==> src/rtl/bcm_row_shifter.sv <==
// bcm_row_shifter
// Reads one row pair (top and bottom bank) from the frame RAM, one column at a
// time. For each pixel it picks the colour bit for the current BCM plane and
// shifts it onto the panel data lines. A panel shift clock runs alongside the
// data, and done pulses once the last column has been clocked.
//
// Ports:
//   clk, n_rst        - clock, asynchronous active-low reset
//   start             - one-cycle shift request (ignored unless idle)
//   mux_val           - row-pair index, latched at start
//   current_bcm_bit   - colour bit plane to display, latched at start
//   rd_addr           - frame RAM address {row, col}, shared by both banks
//   rd_data_top/bot   - pixel {R,G,B} from each bank, one-cycle read latency
//   rgb1, rgb2        - {R,G,B} panel data for top / bottom half
//   panel_clk         - panel shift clock (data sampled on its rising edge)
//   busy              - shift in progress (PRIME through last HI)
//   done              - one-cycle pulse after the final column
//
// Build option: define LED_SHIFT_REVERSE_EN to fetch columns from
// MATRIX_WIDTH-1 down to 0 instead of 0 up to MATRIX_WIDTH-1.
module bcm_row_shifter #(
  parameter int unsigned MATRIX_WIDTH  = 64,
  parameter int unsigned MATRIX_HEIGHT = 32,
  parameter int unsigned DATA_WIDTH    = 8,
  parameter int unsigned MUX_LENGTH    = 4,
  parameter int unsigned COL_BITS      = 6
) (
  input  logic                           clk,
  input  logic                           n_rst,
  input  logic                           start,
  input  logic [MUX_LENGTH-1:0]          mux_val,
  input  logic [DATA_WIDTH-1:0]          current_bcm_bit,
  output logic [MUX_LENGTH+COL_BITS-1:0] rd_addr,
  input  logic [3*DATA_WIDTH-1:0]        rd_data_top,
  input  logic [3*DATA_WIDTH-1:0]        rd_data_bot,
  output logic [2:0]                     rgb1,
  output logic [2:0]                     rgb2,
  output logic                           panel_clk,
  output logic                           busy,
  output logic                           done
);

  if ((MATRIX_HEIGHT / 2) != (1 << MUX_LENGTH)) begin : g_bad_height
    $error("MATRIX_HEIGHT/2 must equal 2**MUX_LENGTH");
  end
  if (MATRIX_WIDTH > (1 << COL_BITS)) begin : g_bad_width
    $error("MATRIX_WIDTH does not fit in COL_BITS");
  end

  typedef enum logic [2:0] {
    S_IDLE,
    S_PRIME,
    S_WAIT,
    S_LO,
    S_HI,
    S_DONE
  } state_e;

  localparam logic [COL_BITS-1:0] COL_LAST = COL_BITS'(MATRIX_WIDTH - 1);

`ifdef LED_SHIFT_REVERSE_EN
  localparam logic [COL_BITS-1:0] FC_FIRST = COL_LAST;

  function automatic logic [COL_BITS-1:0] fc_step(input logic [COL_BITS-1:0] fc);
    return (fc == '0) ? COL_LAST : fc - COL_BITS'(1);
  endfunction
`else
  localparam logic [COL_BITS-1:0] FC_FIRST = '0;

  function automatic logic [COL_BITS-1:0] fc_step(input logic [COL_BITS-1:0] fc);
    return (fc == COL_LAST) ? '0 : fc + COL_BITS'(1);
  endfunction
`endif

  // Out-of-range bit indices fall through the loop and yield all zeros.
  function automatic logic [2:0] sel_bits(input logic [3*DATA_WIDTH-1:0] d,
                                          input logic [DATA_WIDTH-1:0]   b);
    logic [2:0] r;
    r = '0;
    for (int unsigned i = 0; i < DATA_WIDTH; i++) begin
      if (b == DATA_WIDTH'(i)) begin
        r = {d[2*DATA_WIDTH+i], d[DATA_WIDTH+i], d[i]};
      end
    end
    return r;
  endfunction

  state_e                  state_q, state_d;
  logic [MUX_LENGTH-1:0]   row_q,   row_d;
  logic [DATA_WIDTH-1:0]   bit_q,   bit_d;
  logic [COL_BITS-1:0]     fc_q,    fc_d;
  // Counts displayed columns independently of fetch order so the last-column
  // test is identical in both builds.
  logic [COL_BITS-1:0]     cnt_q,   cnt_d;
  logic [2:0]              rgb1_q,  rgb1_d;
  logic [2:0]              rgb2_q,  rgb2_d;

  always_ff @(posedge clk or negedge n_rst) begin
    if (!n_rst) begin
      state_q <= S_IDLE;
      row_q   <= '0;
      bit_q   <= '0;
      fc_q    <= '0;
      cnt_q   <= '0;
      rgb1_q  <= '0;
      rgb2_q  <= '0;
    end else begin
      state_q <= state_d;
      row_q   <= row_d;
      bit_q   <= bit_d;
      fc_q    <= fc_d;
      cnt_q   <= cnt_d;
      rgb1_q  <= rgb1_d;
      rgb2_q  <= rgb2_d;
    end
  end

  always_comb begin
    state_d = state_q;
    row_d   = row_q;
    bit_d   = bit_q;
    fc_d    = fc_q;
    cnt_d   = cnt_q;
    rgb1_d  = rgb1_q;
    rgb2_d  = rgb2_q;
    case (state_q)
      S_IDLE: begin
        if (start) begin
          row_d   = mux_val;
          bit_d   = current_bcm_bit;
          fc_d    = FC_FIRST;
          cnt_d   = '0;
          state_d = S_PRIME;
        end
      end
      S_PRIME: state_d = S_WAIT;
      S_WAIT: begin
        rgb1_d  = sel_bits(rd_data_top, bit_q);
        rgb2_d  = sel_bits(rd_data_bot, bit_q);
        fc_d    = fc_step(fc_q);
        state_d = S_LO;
      end
      S_LO: state_d = S_HI;
      S_HI: begin
        if (cnt_q == COL_LAST) begin
          // Data held through this HI; cleared so it reads 0 during DONE.
          rgb1_d  = '0;
          rgb2_d  = '0;
          state_d = S_DONE;
        end else begin
          rgb1_d  = sel_bits(rd_data_top, bit_q);
          rgb2_d  = sel_bits(rd_data_bot, bit_q);
          fc_d    = fc_step(fc_q);
          cnt_d   = cnt_q + COL_BITS'(1);
          state_d = S_LO;
        end
      end
      S_DONE:  state_d = S_IDLE;
      default: state_d = S_IDLE;
    endcase
  end

  assign rd_addr   = {row_q, fc_q};
  assign rgb1      = rgb1_q;
  assign rgb2      = rgb2_q;
  assign panel_clk = (state_q == S_HI);
  assign busy      = (state_q == S_PRIME) || (state_q == S_WAIT) ||
                     (state_q == S_LO)    || (state_q == S_HI);
  assign done      = (state_q == S_DONE);

endmodule

==> config.mk <==
export PLATFORM = sky130hd
export DESIGN_NAME = bcm_row_shifter
export DESIGN_NICKNAME = d
export VERILOG_FILES = /design/src/rtl/bcm_row_shifter.sv
export SDC_FILE = /design/constraint.sdc
export NUM_CORES = 1
export LEC_CHECK = 0
export BUFFER_PORTS_ARGS = -buffer_cell sky130_fd_sc_hd__buf_2
export CORE_MARGIN = 2
export CORE_UTILIZATION = 49
export CTS_CLUSTER_DIAMETER = 120
export DETAILED_ROUTE_END_ITERATION = 8
export HOLD_SLACK_MARGIN = 0.05
export PLACE_DENSITY_LB_ADDON = 0.05
export SYNTH_ARGS = -nofsm -noshare
export SYNTH_HDL_FRONTEND = slang
export SYNTH_SLANG_ARGS = --single-unit
==> constraint.sdc <==
create_clock -name clk -period 2.4 [get_ports clk]
set_input_delay 0.36 -clock clk [delete_from_list [all_inputs] [get_ports clk]]
set_output_delay 0.36 -clock clk [all_outputs]
set_load 0.01 [all_outputs]
==> results.toml <==
[status]
status = "completed"

[finish]
area_delta_synth_final_pct = 24.0
diodes = 0
layout.nets = 340
drive_above_1_share_pct = 41.8

[setup_path]
slowest_stage = "or3b_1"
critPathMaxStageDelay_ns = 0.58
r2r_start = "bit_q[0]$_DFFE_PN0P_"
crit_start = "state_q[2]$_DFFE_PN0P_"
r2r_end = "rgb1[0]$_DFFE_PN0P_"
worst-path-stages = 3
reg2reg_depth = 4
cp-endpoint = "panel_clk"
regToRegSetupSlack_ns = 0.49
worstSetupPathType = "reg2out"
critPathRequiredTime_ns = 2.04
critPathLaunchType = "flop"
path_max_fanout = 11
critPathTopFamily = "simple AND/OR/NAND/NOR gates"
critPathCaptureType = "primary output"
arrival_ns = 1.70
worstPathCellList = "or3b_1 -> inv_1 -> buf_2"
path_buf_inv = 2

[placed_design]
gp_congestion = 0.804
hpwlAfterDp_um = 3580
io_buffers = 81
post-place-ws_ns = 0.470

[timing]
fmax_ghz = 0.485
fin_ws_ns = 0.337
min_period_ns = 2.06
setup_viol = 0
rsz0062_at_grt = "no"
period_share_pct = 85.9
skew_ns = 0.00414
hold_viol = 0
finalMaxSlewViolations = 0
tns_ns = 0
tightest_slew_ns = 0.725
slew_headroom_pct = 51.7

[synth]
synth_warnings = 0
ys_types = 44
synth_top_area_cell = "dfrtp_1"
synth_area_leaders = "dfrtp_1, mux2_2, mux4_2"
syn-cell-area_um2 = 2090
synth_nets = 262
async_reset_ff_share_pct = 100
synth_top_area_share_pct = 39.4
synth_edf_count = 0
ys.flop_type = "dfrtp_1"
avgSynthCellArea_um2 = 10.6
netlist_instances = 197
ys_seq_area_share_pct = 39.4
ys_ff_latch = 33

[hold_path]
hp-class = "in2async"

[global_route]
grt_usage_pct = 19.7
grt.overflow.total = 0
antenna_found_initial = 0
grt_pass1_vias = 1781
grt_max_degree = 34
grt_pass1_wl_um = 7820

[clock_network]
cts.sinks = 33
cts_tree = "built"
insertion_delay_ns = 0.27
post_cts_resized = 0
post-cts-setup-buffer-count = 0
cts_buffer_depth = 2
clk_pin_slew_ns = 0.06
cts_root_buffer = "clkbuf_8"
cts_made_buffers = 5
cts_max_level = 2
hold_buffers = 0

[routing]
drc = 0
drt_wl_total_um = 4460
drt_iter0_drc = 99
vias = 1763
ant_nets = 0
wl_per_cell_um = 13.7
dr.pass1.iters = 4
via_per_inst = 5.42

[floorplanning]
die_x_um = 69.4
core-area_um2 = 4060
ios = 82
rows = 23
start_util_pct = 51.6
die_h_um = 69.4
dieArea_um2 = 4810

[power]
power_density_nw_per_um2 = 1010
p_leak_nw = 1.24
worst_ir_drop_vdd_mv = 0.590
report.power.total_mw = 2.61

[flow_run]
max_cap_violations = 0
## routing by layer
layer	vias up	global-route usage [%]	part of all wire, %
li1	887	-	-
met1	817	25.2	46
met2	57	33.1	47
met3	2	5.52	6.6
met4	0	4.58	0.43
met5	-	0	0
## layout by cell type (no fill, tap or decap), types with 2 or more instances in the layout
cell type,count
ha_1,2
nor2_1,10
inv_1,11
nor2b_1,8
buf_4,3
buf_2,81
a22o_1,3
and3_1,3
mux2i_1,7
nand3_1,7
o2bb2ai_1,7
nand2b_1,3
o211ai_1,2
a21oi_1,2
xnor2_1,5
a211oi_1,10
clkbuf_8,6
or3b_1,2
dfrtp_1,33
mux2_2,13
o21ai_0,5
mux4_2,6
nand2_1,13
a32o_1,6
and2_1,2
o22ai_1,7
## area by class of cell
| cell class | instances | area (um2) |
|---|---|---|
| fillers | 358 | 1460 |
| well taps | 50 | 62.6 |
| flip-flops and latches | 33 | 826 |
| clock buffers | 7 | 86.3 |
| inverters | 12 | 45.0 |
| repair buffers | 84 | 428 |
| multi-input cells | 139 | 1150 |
## cell families (layout without fill, tap and decap cells)
family / count (synthesis) / after routing / synth area share (%)
simple gates: 58 / 58 / 16.2
mux: 26 / 26 / 16.8
flops: 33 / 33 / 39.4
compound gates: 48 / 48 / 18.6
xor+xnor: 5 / 5 / 2.09
fa+ha+maj: 2 / 2 / 1.19
buf+inv: 25 / 103 / 5.67
## per-stage QoR
| step | area [um2] | util (%) | hold slack, ns | instances |
|---|---|---|---|---|
| final | 2600 | 64.0 | 0.133 | 325 |
| after CTS | 2600 | 64.0 | 0.153 | 325 |
| after detailed placement | 2510 | 61.9 | 0.458 | 318 |
| after global placement | 2510 | 61.9 | 0.460 | 318 |
| after floorplan | 2090 | - | 0.0644 | 197 |
| after global routing | 2600 | 64.0 | 0.202 | 325 |
## power by group
group          switching (mW)  leakage, nW  total [mW]  internal (mW)
logic                   0.551        0.768        1.18          0.631
registers               0.282        0.428        1.03          0.743
clock network           0.180       0.0443       0.407          0.227
## cells in the mapped netlist, types with 2 or more instances
| library cell | number |
|---|---|
| a211oi_1 | 10 |
| a21oi_1 | 2 |
| a22o_1 | 3 |
| a32o_1 | 6 |
| and2_1 | 2 |
| and3_1 | 3 |
| buf_2 | 5 |
| buf_6 | 2 |
| clkbuf_1 | 5 |
| dfrtp_1 | 33 |
| ha_1 | 2 |
| inv_1 | 11 |
| mux2_2 | 13 |
| mux2i_1 | 7 |
| mux4_2 | 6 |
| nand2_1 | 13 |
| nand2b_1 | 3 |
| nand3_1 | 7 |
| nor2_1 | 10 |
| nor2b_1 | 8 |
| o211ai_1 | 2 |
| o21ai_0 | 5 |
| o22ai_1 | 7 |
| o2bb2ai_1 | 7 |
| or3b_1 | 2 |
| xnor2_1 | 5 |
## registers in the layout (all words and copies together), names as in the netlist
signal and flops:
cnt_q 6, bit_q 8, rgb1 3, fc_q 6
rgb2 3, row_q 4, state_q 3
## worst min-delay path by stage
stage	slack (ns)	cells past startpoint	from	endpoint
6_report	0.13	1	n_rst	state_q[1]$_DFFE_PN0P_
5_1_grt	0.20	1	n_rst	fc_q[0]$_DFFE_PN0P_
4_1_cts	0.15	1	n_rst	state_q[1]$_DFFE_PN0P_
3_5_place_dp	0.46	1	n_rst	cnt_q[4]$_DFFE_PN0P_
3_3_place_gp	0.46	1	n_rst	cnt_q[4]$_DFFE_PN0P_
2_1_floorplan	0.06	0	n_rst	bit_q[0]$_DFFE_PN0P_
No activity file was read; power rests on OpenSTA's default activity.
